## src/rtl/reset_sequencer.sv

```systemverilog
`default_nettype none
// ============================================================================
// Module      : reset_sequencer
// Description : Pushbutton reset synchroniser and staged reset-release
//               sequencer. Every channel is cleared asynchronously by RST_n.
//               After a synchronised release and a minimum stretch, channels
//               are released one at a time, from bit 0 upwards, on negedge clk.
//               Optional feature macro RST_SEQ_SWRST_EN adds the sw_rst_req
//               input, which restarts the sequence from the stretch phase.
// Revision    : 1.0 - initial release
// ============================================================================
module reset_sequencer #(
    parameter int SYNC_STAGES    = 2,
    parameter int NUM_OUT        = 3,
    parameter int STRETCH_CYCLES = 16,
    parameter int STAGE_GAP      = 4
) (
    input  logic               clk,
    input  logic               RST_n,
`ifdef RST_SEQ_SWRST_EN
    input  logic               sw_rst_req,
`endif
    output logic [NUM_OUT-1:0] rst_n_out,
    output logic               seq_done
);

    // The counter only ever reaches max(STRETCH_CYCLES, STAGE_GAP)-1.
    localparam int c_MAX_COUNT = (STRETCH_CYCLES > STAGE_GAP) ? STRETCH_CYCLES : STAGE_GAP;
    localparam int c_CW        = (c_MAX_COUNT > 1) ? $clog2(c_MAX_COUNT) : 1;
    localparam logic [c_CW-1:0] c_STRETCH_LAST = c_CW'(STRETCH_CYCLES - 1);
    localparam logic [c_CW-1:0] c_GAP_LAST     = c_CW'(STAGE_GAP - 1);

    typedef enum logic [1:0] {
        S_HOLD    = 2'd0,
        S_STRETCH = 2'd1,
        S_RELEASE = 2'd2,
        S_DONE    = 2'd3
    } state_t;

    logic [SYNC_STAGES-1:0] r_sync;
    state_t                 r_state;
    logic [c_CW-1:0]        r_cnt;
    logic [NUM_OUT-1:0]     r_out;
    logic                   r_done;

    state_t                 w_state_next;
    logic [c_CW-1:0]        w_cnt_next;
    logic [NUM_OUT-1:0]     w_out_next;
    logic                   w_done_next;
    logic [NUM_OUT-1:0]     w_out_shift;
    logic                   w_sync_due;

    // Thermometer step: releases the next channel above those already high.
    assign w_out_shift = (r_out << 1) | NUM_OUT'(1);

    // HOLD leaves on the edge at which sync_rst_n (last stage) turns high,
    // i.e. when the stage feeding it is already high.
    assign w_sync_due = r_sync[SYNC_STAGES-2] | r_sync[SYNC_STAGES-1];

    // Synchroniser chain: async clear, releases by shifting in ones.
    always_ff @(negedge clk or negedge RST_n) begin
        if (!RST_n) begin
            r_sync <= '0;
        end else begin
            r_sync <= {r_sync[SYNC_STAGES-2:0], 1'b1};
        end
    end

    // Sequencer state and output flops; outputs come straight from here.
    always_ff @(negedge clk or negedge RST_n) begin
        if (!RST_n) begin
            r_state <= S_HOLD;
            r_cnt   <= '0;
            r_out   <= '0;
            r_done  <= 1'b0;
        end else begin
            r_state <= w_state_next;
            r_cnt   <= w_cnt_next;
            r_out   <= w_out_next;
            r_done  <= w_done_next;
        end
    end

    // Next-state and next-output decode.
    always_comb begin
        w_state_next = r_state;
        w_cnt_next   = r_cnt;
        w_out_next   = r_out;
        w_done_next  = r_done;
        case (r_state)
            S_HOLD: begin
                w_cnt_next  = '0;
                w_out_next  = '0;
                w_done_next = 1'b0;
                if (w_sync_due) begin
                    w_state_next = S_STRETCH;
                end
            end
            S_STRETCH: begin
                if (r_cnt == c_STRETCH_LAST) begin
                    w_cnt_next   = '0;
                    w_out_next   = w_out_shift;
                    w_done_next  = w_out_shift[NUM_OUT-1];
                    w_state_next = w_out_shift[NUM_OUT-1] ? S_DONE : S_RELEASE;
                end else begin
                    w_cnt_next = r_cnt + 1'b1;
                end
            end
            S_RELEASE: begin
                if (r_cnt == c_GAP_LAST) begin
                    w_cnt_next   = '0;
                    w_out_next   = w_out_shift;
                    w_done_next  = w_out_shift[NUM_OUT-1];
                    w_state_next = w_out_shift[NUM_OUT-1] ? S_DONE : S_RELEASE;
                end else begin
                    w_cnt_next = r_cnt + 1'b1;
                end
            end
            S_DONE: begin
                w_state_next = S_DONE;
            end
            default: begin
                w_state_next = S_HOLD;
                w_cnt_next   = '0;
                w_out_next   = '0;
                w_done_next  = 1'b0;
            end
        endcase
`ifdef RST_SEQ_SWRST_EN
        // Software request restarts from a fresh stretch; HOLD ignores it.
        if (sw_rst_req && (r_state != S_HOLD)) begin
            w_state_next = S_STRETCH;
            w_cnt_next   = '0;
            w_out_next   = '0;
            w_done_next  = 1'b0;
        end
`endif
    end

    assign rst_n_out = r_out;
    assign seq_done  = r_done;

endmodule
`default_nettype wire

```

## config.mk

```make
export PLATFORM = sky130hd
export DESIGN_NAME = reset_sequencer
export DESIGN_NICKNAME = d
export VERILOG_FILES = /design/src/rtl/reset_sequencer.sv
export SDC_FILE = /design/constraint.sdc
export NUM_CORES = 1
export LEC_CHECK = 0
export ABC_AREA = 1
export BUFFER_PORTS_ARGS = -buffer_cell sky130_fd_sc_hd__buf_2
export CAP_MARGIN = 20
export CORE_AREA = 2 2 39 41
export CTS_CLUSTER_DIAMETER = 30
export DETAILED_ROUTE_END_ITERATION = 12
export DIE_AREA = 0 0 41 43
export PLACE_DENSITY = 0.63
export SLEW_MARGIN = 25
export SYNTH_ARGS = -nofsm -noshare
export SYNTH_HDL_FRONTEND = slang
export SYNTH_SLANG_ARGS = --single-unit
```

## constraint.sdc

```tcl
create_clock -name clk -period 1.4 [get_ports clk]
set_input_delay 0.07 -clock clk [delete_from_list [all_inputs] [get_ports clk]]
set_output_delay 0.07 -clock clk [all_outputs]
set_load 0.01 [all_outputs]
```

==> impl_metrics.tcl, run 1 <==
set metrics [dict create \
    ir_drop_v 0.000968 \
    max_stage_delay_ns 0.42 \
    syn2layout_area_growth_pct 22.7 \
    place_hpwl_um 744 \
    cts_sinks 11 \
    power_uw 1570 \
    cts_buffers 3 \
    synth_top_area_cell "dfrtn_1" \
    p_per_area_nw_per_um2 2160 \
    antenna-diode-count 0 \
    place_ws_ns 0.0835 \
    hold_path_class "in -> async" \
    synth_cell_types 17 \
    synth_nets 71 \
    final_util 0.523 \
    drc 0 \
    setup_slack_ns -0.205 \
    grt_usage 0.157 \
    ant_nets 0 \
    antenna_found_initial 0 \
    syn_area_per_cell_um2 9.35 \
    cp.required_ns 1.33 \
    synthCells 63 \
    post_dp_cell_area_um2 649 \
    fp.dieArea_um2 1760 \
    fp-row-count 14 \
    hold_viol_final 0 \
    synthTopCellsByArea "dfrtn_1 47%, ha_1 13%, nand2_1 10%, o21ai_1 4.2%, inv_1 3.2%" \
    drive_gt1_frac 0.321 \
    cp_top_family "flip-flops" \
    ys_seq_elements 11 \
    finalClockSkew_ns 0.00224 \
    core_um2 1380 \
    final_common_cell "nand2_1" \
    routedWlPerCell_um 11.5 \
    fin_area_um2 723 \
    gp_congestion 0.769 \
    yosysSeqAreaShare 0.467 \
    drt_pass1_iterations 4 \
    violations "setup timing" \
    vias 450 \
    die_x_um 41 \
    clkTransAtPathRegs_ns 0.05 \
    dieHeight_um 43 \
    criticalPathCategory "reg -> out" \
    port_buffers 5 \
    critPathBufInv 1 \
    wirelength_um 1080 \
    grt_first_pass_wirelength_um 1790 \
    crit_path_end_kind "output pin" \
    cts_tree "built" \
    drt_iter0_markers 5 \
    htreeDepth 1 \
    mostFrequentLayoutCells "16 x nand2_1, 11 x dfrtn_1, 7 x buf_4" \
    netlist_area_um2 589 \
    drv_cap 0 \
    grt_start_max_net_pins 12 \
    worstPathMaxFanout 2 \
    setup_violations 4 \
    ios 6 \
    yosys.area.top_type_share 0.467 \
    cp_slowest_cell "dfrtn_1" \
    grt_pass1_vias 423 \
    rsz0062_at_grt "true" \
    grt_overflow_total 0 \
    fin_nets 87 \
    cts_root_buf "clkbuf_4" \
    p_leak_uw 0.000369 \
    viasPerCell 4.79 \
    start_kind "flop" \
    fin_setup_tns_ns -0.776 \
    clkLatencyLatePin_ns 0.28 \
    cts_hold_buf 0 \
    arrival_ns 1.53 \
    ys.warnings.count 0 \
    outcome "complete, but fails checks" \
    timing.final.max_slew_violations 0 \
    clk_path_buf_depth 2 \
    start_util 0.426 \
    path_cells "buf_2" \
]
-- final cells by class --
cell class	count	area, um^2
clock buffers	4	26.3
fillers	129	661
inverters	5	18.8
multi-input cells	46	305
flip-flops and latches	11	275
well taps	16	20.0
repair buffers	12	77.6
-- logic make-up (layout without fill, tap and decap cells) --
| group | after synthesis | count (layout) | synth area share |
|---|---|---|---|
| AOI/OAI and AO/OA | 11 | 11 | 0.110 |
| xor gates and xnor gates | 1 | 1 | 0.0149 |
| adders and majority gates | 6 | 6 | 0.127 |
| buffers and inverters | 6 | 21 | 0.0446 |
| DFF | 11 | 11 | 0.467 |
| other | 1 | 1 | 0.00636 |
| and+or+nand+nor | 27 | 27 | 0.229 |
-- through the flow --
step / hold slack (ns) / instances
floorplan: 0.314 / 63
global placement: 0.321 / 86
detailed placement: 0.327 / 86
CTS: 0.241 / 93
global route: 0.256 / 94
finish: 0.237 / 94
-- Yosys cell counts, drive strengths merged --
cell type / number
o21ai: 7
a21oi: 3
ha: 6
buf: 1
nand3: 4
nor2: 3
dfrtn: 11
o211ai: 1
conb: 1
nor3b: 1
nand2: 19
xor2: 1
inv: 5
-- repair_timing --
action | in CTS | in global routing
endpoints found under the setup margin | 4 | 9
buffers inserted | 3 | 1
resized for setup | 0 | 4
-- flip-flops by register name, indices dropped and copies added, names as in the netlist --
name       cells
rst_n_out      3
r_state        2
r_cnt          4
r_sync         2
-- power by group --
| part | internal, uW | total (uW) | switching (uW) |
|---|---|---|---|
| clock | 110 | 221 | 111 |
| sequential | 414 | 467 | 53.3 |
| combinational | 369 | 877 | 508 |
-- metal layers --
metal / GRT usage / vias to the layer above / share of wire
met1: 0.207 / 208 / 0.46
met4: 0.0800 / 0 / 0.021
met2: 0.222 / 4 / 0.50
met3: 0.0471 / 2 / 0.019
li1: - / 236 / -
met5: 0 / - / 0
-- worst paths after layout --
kind	start	endpoint	slack (ns)	cells after the start
max	rst_n_out[1]	rst_n_out[1]	-0.20	1
min	RST_n	rst_n_out[1]	0.24	1
max reg2reg	r_state[0]	rst_n_out[1]	0.08	6
min reg2reg	r_sync[0]	r_sync[1]	0.32	0
max in group asynchronous	RST_n	r_sync[0]	0.93	1
min in group clk	r_sync[0]	r_sync[1]	0.32	0
Power figures use the tool's default switching activity.
==> run 2, diff against run 1 <==
- PLACE_DENSITY: 0.63 -> 0.61
- clock period: 1.4 -> 1.7 ns (I/O delays scaled with it)
==> run 2 against run 1 <==
The run still ends with setup timing left. Sequential power shrank 13%. Clock skew is essentially flat. Routed wire length shrank 15%. Design area shrank 8.7%. Clock-buffer cell count is the same. Sequential share of layout area grew 3.6 points. Final cell count shrank 6.4%. Global-route usage shrank 1.9 points. Highest routed layer is now met3.
==> impl_metrics.tcl, run 2 (synthesis gave the netlist of run 1 again) <==
set metrics [dict create \
    fin_nets 81 \
    syn2layout_area_growth_pct 12.1 \
    drc 0 \
    start_kind "flop" \
    arrival_ns 1.68 \
    cp_top_family "flip-flops" \
    grt_first_pass_wirelength_um 1590 \
    drive_gt1_frac 0.222 \
    fin_hold_ws_ns 0.323 \
    cp.depth 1 \
    grt_pass1_vias 398 \
    worst_r2r_path_depth 5 \
    fp-row-count 14 \
    largest_register_ffs 4 \
    timing.final.max_slew_violations 0 \
    rsz0062_at_grt "true" \
    p_per_area_nw_per_um2 1750 \
    htreeDepth 1 \
    die_x_um 41 \
    drt_iter0_markers 7 \
    ir_drop_v 0.000834 \
    port_buffers 5 \
    clk_path_buf_depth 2 \
    grt_overflow_total 0 \
    cp.required_ns 1.62 \
    ant_nets 0 \
    fp.dieArea_um2 1760 \
    setup_violations 4 \
    mostFrequentLayoutCells "16 x nand2_1, 11 x dfrtn_1, 6 x ha_1" \
    max_stage_delay_ns 0.43 \
    hold_path_class "reg -> reg" \
    wirelength_um 924 \
    drt_pass1_iterations 4 \
    antenna_found_initial 0 \
    core_um2 1380 \
    power_uw 1150 \
    cp_slowest_cell "dfrtn_1" \
    hold_depth 0 \
    cts_root_buf "clkbuf_4" \
    drv_cap 0 \
    post_dp_cell_area_um2 627 \
    finalClockSkew_ns 0.00191 \
    seqCellArea_um2 275 \
    vias 408 \
    start_util 0.426 \
    gp_congestion 0.690 \
    clkLatencyLatePin_ns 0.27 \
    worstPathMaxFanout 3 \
    crit_path_end_kind "output pin" \
    outcome "complete, but fails checks" \
    p_leak_uw 0.000338 \
    violations "setup timing" \
    dieHeight_um 43 \
    ios 6 \
    critPathBufInv 1 \
    final_util 0.477 \
    viasPerCell 4.64 \
    setup_slack_ns -0.0694 \
    final_common_cell "nand2_1" \
    place_ws_ns 0.223 \
    cts_buffers 3 \
    path_cells "buf_2" \
    nFillCells 139 \
    largest-register "r_cnt" \
    hold_viol_final 0 \
    clkTransAtPathRegs_ns 0.05 \
    cts_sinks 11 \
    routedWlPerCell_um 10.5 \
    grt_usage 0.137 \
    antenna-diode-count 0 \
    place_hpwl_um 685 \
    multiInputGateArea_um2 288 \
    ctsResizeCount 0 \
    grt_start_max_net_pins 12 \
    fin_area_um2 661 \
    criticalPathCategory "reg -> out" \
    cts_tree "built" \
]
## run 2: per-layer routing
metal / vias up / part of all wire / wire length [um] / global-route usage
met2: 3 / 0.48 / 446 / 0.200
met3: 0 / 0.030 / 28 / 0.0471
met4: 0 / 0 / 0 / 0.0800
met1: 187 / 0.49 / 449 / 0.167
li1: 218 / - / - / -
met5: - / 0 / 0 / 0
## run 2: worst paths after layout
kind / startpoint / endpoint / slack, ns
worst min register to register: r_sync[0] / r_sync[1] / 0.32
min in group asynchronous: RST_n / r_cnt[3] / 0.41
worst min-delay path: r_sync[0] / r_sync[1] / 0.32
worst max register to register: r_state[0] / r_state[0] / 0.27
worst max-delay path: rst_n_out[0] / rst_n_out[0] / -0.07
max in group asynchronous: RST_n / r_state[1] / 1.06
## run 2: layout make-up
type	instances	area share
multi-input cells	46	0.436
flip-flops and latches	11	0.417
repair buffers	6	0.0492
clock buffers	4	0.0398
well taps	16	0.0303
inverters	5	0.0284
## run 2: power breakdown
group / switching, uW / internal (uW)
clock network: 85.1 / 90.7
logic: 351 / 221
registers: 65.3 / 341
## run 2: through the flow
stage / instances / setup TNS, ns
final: 88 / -0.212
after CTS: 88 / -0.243
after global placement: 83 / 0
after floorplan: 63 / 0
after detailed placement: 83 / 0
after global routing: 88 / -0.396
## run 2: repair_timing
action,CTS,global route
hold buffers,0,0
setup buffers,1,0
endpoints found under the hold margin,0,0
pin swaps,0,0
endpoints found under the setup margin,4,4
